## config.mk

```make
export PLATFORM = sky130hd
export DESIGN_NAME = clock_mode_ctrl
export DESIGN_NICKNAME = d
export VERILOG_FILES = /design/src/rtl/clock_mode_ctrl.sv
export SDC_FILE = /design/constraint.sdc
export NUM_CORES = 1
export LEC_CHECK = 0
export ABC_AREA = 1
export BUFFER_PORTS_ARGS = -buffer_cell sky130_fd_sc_hd__clkbuf_2
export CAP_MARGIN = 15
export CORE_ASPECT_RATIO = 0.75
export CORE_MARGIN = 2
export CORE_UTILIZATION = 45
export CTS_BUF_LIST = sky130_fd_sc_hd__clkbuf_4 sky130_fd_sc_hd__clkbuf_8 sky130_fd_sc_hd__clkbuf_16
export CTS_CLUSTER_DIAMETER = 80
export DETAILED_ROUTE_END_ITERATION = 12
export PLACE_DENSITY = 0.78
export REMOVE_ABC_BUFFERS = 1
export SETUP_SLACK_MARGIN = 0.15
export SLEW_MARGIN = 20
export SYNTH_ARGS = -nofsm -noshare
export SYNTH_HDL_FRONTEND = slang
export SYNTH_SLANG_ARGS = --single-unit
```

## constraint.sdc

```tcl
create_clock -name CLK -period 1.5 [get_ports CLK]
set_input_delay 0.3 -clock CLK [delete_from_list [all_inputs] [get_ports CLK]]
set_output_delay 0.3 -clock CLK [all_outputs]
set_load 0.02 [all_outputs]
```

## src/rtl/clock_mode_ctrl.sv

```systemverilog
// Mode/edit controller for a digital clock: steps through run, time-set and alarm-set
// modes and turns key presses, key auto-repeat and an edit timeout into increment actions.
module clock_mode_ctrl (
  input  logic       CLK,
  input  logic       RST,
  input  logic       tick_1hz,
  input  logic       key_mode,
  input  logic       key_inc,
  output logic       EN_work,
  output logic       EN_set,
  output logic [1:0] set_sel,
  output logic       hour_inc,
  output logic       min_inc,
  output logic [3:0] al_hr_tens,
  output logic [3:0] al_hr_ones,
  output logic [3:0] al_min_tens,
  output logic [3:0] al_min_ones
);

  typedef enum logic [2:0] {RUN, SET_HR, SET_MIN, AL_HR, AL_MIN} state_t;

  localparam logic [4:0] TIMEOUT_LAST = 5'd29;  // 30th idle tick forces RUN
  localparam logic [1:0] REPEAT_DELAY = 2'd2;   // ticks held before auto-repeat starts

  state_t     r_state;
  state_t     w_next;
  logic       r_mode_d;
  logic       r_inc_d;
  logic       r_rep_act;
  logic [1:0] r_rep_cnt;
  logic [4:0] r_to_cnt;
  logic [7:0] r_al_hr;
  logic [7:0] r_al_min;
  logic       r_en_work;
  logic       r_en_set;
  logic [1:0] r_set_sel;
  logic       r_hour_inc;
  logic       r_min_inc;

  logic w_mode_rise;
  logic w_inc_rise;
  logic w_in_set;
  logic w_timeout;
  logic w_rep_fire;
  logic w_act;

  function automatic logic [7:0] bcd_hr_inc(input logic [7:0] v);
    if (v == 8'h23)             return 8'h00;
    else if (v[3:0] == 4'd9)    return {v[7:4] + 4'd1, 4'd0};
    else                        return {v[7:4], v[3:0] + 4'd1};
  endfunction

  function automatic logic [7:0] bcd_min_inc(input logic [7:0] v);
    if (v == 8'h59)             return 8'h00;
    else if (v[3:0] == 4'd9)    return {v[7:4] + 4'd1, 4'd0};
    else                        return {v[7:4], v[3:0] + 4'd1};
  endfunction

  assign w_mode_rise = key_mode & ~r_mode_d;
  assign w_inc_rise  = key_inc & ~r_inc_d;
  assign w_in_set    = (r_state != RUN);
  assign w_timeout   = w_in_set & tick_1hz & (r_to_cnt == TIMEOUT_LAST) & ~w_mode_rise & ~w_inc_rise;
  assign w_rep_fire  = r_rep_act & key_inc & tick_1hz & (r_rep_cnt == REPEAT_DELAY);
  assign w_act       = (w_inc_rise & w_in_set) | w_rep_fire;

  always_comb begin
    w_next = RUN;
    case (r_state)
      RUN:     w_next = SET_HR;
      SET_HR:  w_next = SET_MIN;
      SET_MIN: w_next = AL_HR;
      AL_HR:   w_next = AL_MIN;
      default: w_next = RUN;
    endcase
  end

  // NOTE: all state uses non-blocking assignments so every register samples pre-edge values.
  always_ff @(posedge CLK or posedge RST) begin
    if (RST) begin
      r_state    <= RUN;
      r_mode_d   <= 1'b1;  // a key held through reset must not look like a fresh press
      r_inc_d    <= 1'b1;
      r_rep_act  <= 1'b0;
      r_rep_cnt  <= '0;
      r_to_cnt   <= '0;
      r_al_hr    <= 8'h07;
      r_al_min   <= 8'h00;
      r_en_work  <= 1'b0;
      r_en_set   <= 1'b1;
      r_set_sel  <= 2'b00;
      r_hour_inc <= 1'b0;
      r_min_inc  <= 1'b0;
    end else begin
      r_mode_d   <= key_mode;
      r_inc_d    <= key_inc;
      r_hour_inc <= 1'b0;
      r_min_inc  <= 1'b0;
      r_en_work  <= (r_state == SET_HR) || (r_state == SET_MIN);
      r_en_set   <= !((r_state == SET_HR) || (r_state == SET_MIN));
      case (r_state)
        RUN:     r_set_sel <= 2'b00;
        SET_HR:  r_set_sel <= 2'b01;
        SET_MIN: r_set_sel <= 2'b10;
        default: r_set_sel <= 2'b11;
      endcase

      if (w_mode_rise) begin
        r_state   <= w_next;
        r_to_cnt  <= '0;
        r_rep_act <= 1'b0;
        r_rep_cnt <= '0;
      end else if (w_timeout) begin
        r_state   <= RUN;
        r_to_cnt  <= '0;
        r_rep_act <= 1'b0;
        r_rep_cnt <= '0;
      end else begin
        if (w_inc_rise)                r_to_cnt <= '0;
        else if (w_in_set && tick_1hz) r_to_cnt <= r_to_cnt + 5'd1;

        if (w_inc_rise && w_in_set) begin
          r_rep_act <= 1'b1;
          r_rep_cnt <= '0;
        end else if (!key_inc) begin
          r_rep_act <= 1'b0;
          r_rep_cnt <= '0;
        end else if (r_rep_act && tick_1hz && (r_rep_cnt != REPEAT_DELAY)) begin
          r_rep_cnt <= r_rep_cnt + 2'd1;
        end

        if (w_act) begin
          case (r_state)
            SET_HR:  r_hour_inc <= 1'b1;
            SET_MIN: r_min_inc  <= 1'b1;
            AL_HR:   r_al_hr    <= bcd_hr_inc(r_al_hr);
            AL_MIN:  r_al_min   <= bcd_min_inc(r_al_min);
            default: ;
          endcase
        end
      end
    end
  end

  assign EN_work     = r_en_work;
  assign EN_set      = r_en_set;
  assign set_sel     = r_set_sel;
  assign hour_inc    = r_hour_inc;
  assign min_inc     = r_min_inc;
  assign al_hr_tens  = r_al_hr[7:4];
  assign al_hr_ones  = r_al_hr[3:0];
  assign al_min_tens = r_al_min[7:4];
  assign al_min_ones = r_al_min[3:0];

endmodule

```

==> flow_metrics.py <==
metrics = {
    "outcome": {
        "outcome": "complete, no violations",
    },
    "global_routing": {
        "use_met3_pct": 4.12,
        "gr-usage-all-layers_pct": 17.9,
        "grt_max_degree": 36,
        "grt_pass1_wl_um": 6230,
        "grtUsageMet1_pct": 25.5,
        "overflow": 0,
        "grt_pass1_vias": 1378,
        "busiest_layer": "met1",
        "met2_usage_pct": 24.9,
        "antenna_found_initial": 0,
    },
    "route": {
        "drc": 0,
        "wl_per_cell_um": 12.1,
        "vias_per_cell": 4.96,
        "drtAntennaViolNets": 0,
        "route.final.wire_length_um": 3970,
        "drtIter0Drc": 108,
        "vias": 1631,
        "dr.pass1.iters": 4,
    },
    "critical_path": {
        "cp.arrival_ns": 1.68,
        "worstPathMaxFanout": 7,
        "critPathRequiredTime_ns": 1.68,
        "end_kind": "register",
        "critPathKind": "reg -> reg",
        "start_kind": "register",
    },
    "sta": {
        "min_period_ns": 1.50,
        "hold_violations": 0,
        "period_share_pct": 99.8,
        "hold_slack_ns": 0.0667,
        "max_freq_mhz": 668,
        "setup_tns_ns": 0,
        "setup_slack_ns": 0.00244,
        "tightest_slew_ns": 0.439,
        "setup_violations": 0,
        "max-slew-margin-rel_pct": 70.7,
        "rsz0062_at_grt": "yes",
        "fin_skew_ns": 0.00576,
        "timing.final.max_slew_violations": 0,
    },
    "final_layout": {
        "final_cell_area_um2": 2480,
        "syn_to_final_growth_pct": 34.6,
        "drive_gt1_share_pct": 38.3,
        "diodes": 0,
        "post-route-util_pct": 62.3,
        "final_net_count": 285,
        "fin_cells": 329,
    },
    "yosys": {
        "ys.flop_type": "dfrtp_1",
        "synth-async-reset-ratio_pct": 100,
        "yosysMostFrequentCell": "nand2_1",
        "avgSynthCellArea_um2": 8.38,
        "synth_area_leader_cell": "dfrtp_1",
        "ys_ff_latch": 35,
        "yosysWarningCount": 0,
        "synth_area_um2": 1840,
        "synth_common_cells": "nand2_1, inv_1, dfrtp_1",
        "ys_types": 26,
        "synth_area_leaders": "dfrtp_1, nand2_1, dfstp_2",
        "synth-seq-area-share_pct": 47.9,
        "syn_inst": 220,
        "synth_edf_count": 0,
        "netlist.area_leader.share_pct": 39.4,
    },
    "flow_run": {
        "drv_cap": 0,
    },
    "floorplan": {
        "row_count": 20,
        "fp.dieArea_um2": 4630,
        "die_w_um": 77.9,
        "core_area_um2": 3980,
        "die_h_um": 59.4,
        "start_util_pct": 46.3,
        "boundaryPins": 27,
    },
    "hold_path": {
        "hp-class": "in -> async",
    },
    "placed_design": {
        "portBuffers": 26,
        "dp_slack_ns": -0.0111,
        "globalplace.congestion": 0.845,
        "place_inst": 306,
        "place_hpwl_um": 2590,
        "placed_area_um2": 2080,
    },
    "clock_tree": {
        "clk_pin_slew_ns": 0.07,
        "numCtsBuffers": 5,
        "cts_tree": "done",
        "cts_root_buf": "clkbuf_8",
        "cts.sinks": 35,
        "clkLatencyLatePin_ns": 0.29,
        "cts-hold-fix-buffers": 0,
        "cts.path.max_buffers": 2,
        "htree_levels": 2,
    },
    "power": {
        "power_density_nw_per_um2": 1390,
        "leakage_nw": 1.26,
        "vdd_drop_max_uv": 817,
        "total_power_mw": 3.45,
    },
}
-- cell usage in the layout, fill, tap and decap left out, types with 3 or more instances in the layout --
cell,count
a21oi_1,4
a21oi_2,5
buf_4,18
clkbuf_2,24
clkbuf_8,6
dfrtp_1,27
dfstp_2,6
ha_1,5
inv_1,30
inv_2,3
nand2_1,45
nand2_2,8
nand2_4,6
nand3_1,15
nand3b_1,3
nand4_1,9
nor2_1,7
nor2_2,3
o21ai_1,9
o21ai_2,3
o22ai_1,4
or2_2,3
xor2_1,6
-- layout make-up --
class / instances / area, um2
clock inverter: 2 / 35.0
inverter: 34 / 130
sequential: 35 / 886
clock buffer: 6 / 82.6
tap: 55 / 68.8
timing repair buffer: 46 / 313
multi-input combinational: 151 / 965
fill: 325 / 1500
-- worst paths after layout --
| check | startpoint | end | slack, ns | depth (start not counted) |
|---|---|---|---|---|
| max in group asynchronous | RST | EN_set$_DFF_PP1_ | 1.08 | 3 |
| worst max register to register | r_to_cnt[0]$_DFFE_PP0P_ | r_al_min[4]$_DFFE_PP0P_ | 0.002 | 9 |
| worst max-delay path | r_to_cnt[0]$_DFFE_PP0P_ | r_al_min[4]$_DFFE_PP0P_ | 0.002 | 9 |
| worst min-delay path | RST | r_al_min[0]$_DFFE_PP0P_ | 0.07 | 3 |
| worst min register to register | r_rep_cnt[1]$_DFFE_PP0P_ | r_rep_cnt[1]$_DFFE_PP0P_ | 0.55 | 2 |
| min in group CLK | key_mode | r_mode_d$_DFF_PP1_ | 0.12 | 1 |
-- layer usage --
metal | part of all wire (%) | vias up
met3 | 3.6 | 11
met4 | 3.5 | 0
met5 | 0 | -
li1 | - | 824
met1 | 49 | 760
met2 | 44 | 36
-- worst max-delay path, cell delays in order (launching register included) --
cell     delay (ns)
dfrtp_1        0.41
ha_4           0.17
nand2_1        0.09
inv_1          0.06
nand2_2        0.09
nor2_4         0.05
nand2_4        0.13
nand4_1        0.21
nand2_1        0.11
nand2_1        0.06
-- report_power, final --
group	switching [mW]	total, mW	internal, mW
registers	0.170	1.34	1.17
logic	0.705	1.23	0.525
clock network	0.348	0.886	0.538
-- logic make-up (layout without fill, tap and decap cells) --
kind of cell	count (synthesis)	in the layout	synth area share, %
fa+ha+maj	7	7	4.75
compound gates	29	29	8.83
simple gates	107	107	27.8
buf+inv	34	88	6.93
xor+xnor	8	8	3.80
flops	35	35	47.9
-- repair_timing --
item,4_1_cts,5_1_grt
setup endpoints to repair,27,30
cloned,0,0
resized for setup,16,34
pin swaps,6,6
buffers inserted,6,9
-- sequential cells by signal (all words and copies together), names as in the netlist --
signal     cells
EN_set         1
EN_work        1
hour_inc       1
min_inc        1
r_al_hr        8
r_al_min       8
r_inc_d        1
r_mode_d       1
r_rep_act      1
r_rep_cnt      2
r_state        3
r_to_cnt       5
set_sel        2
Note: power is estimated with default switching activity, not from simulation.
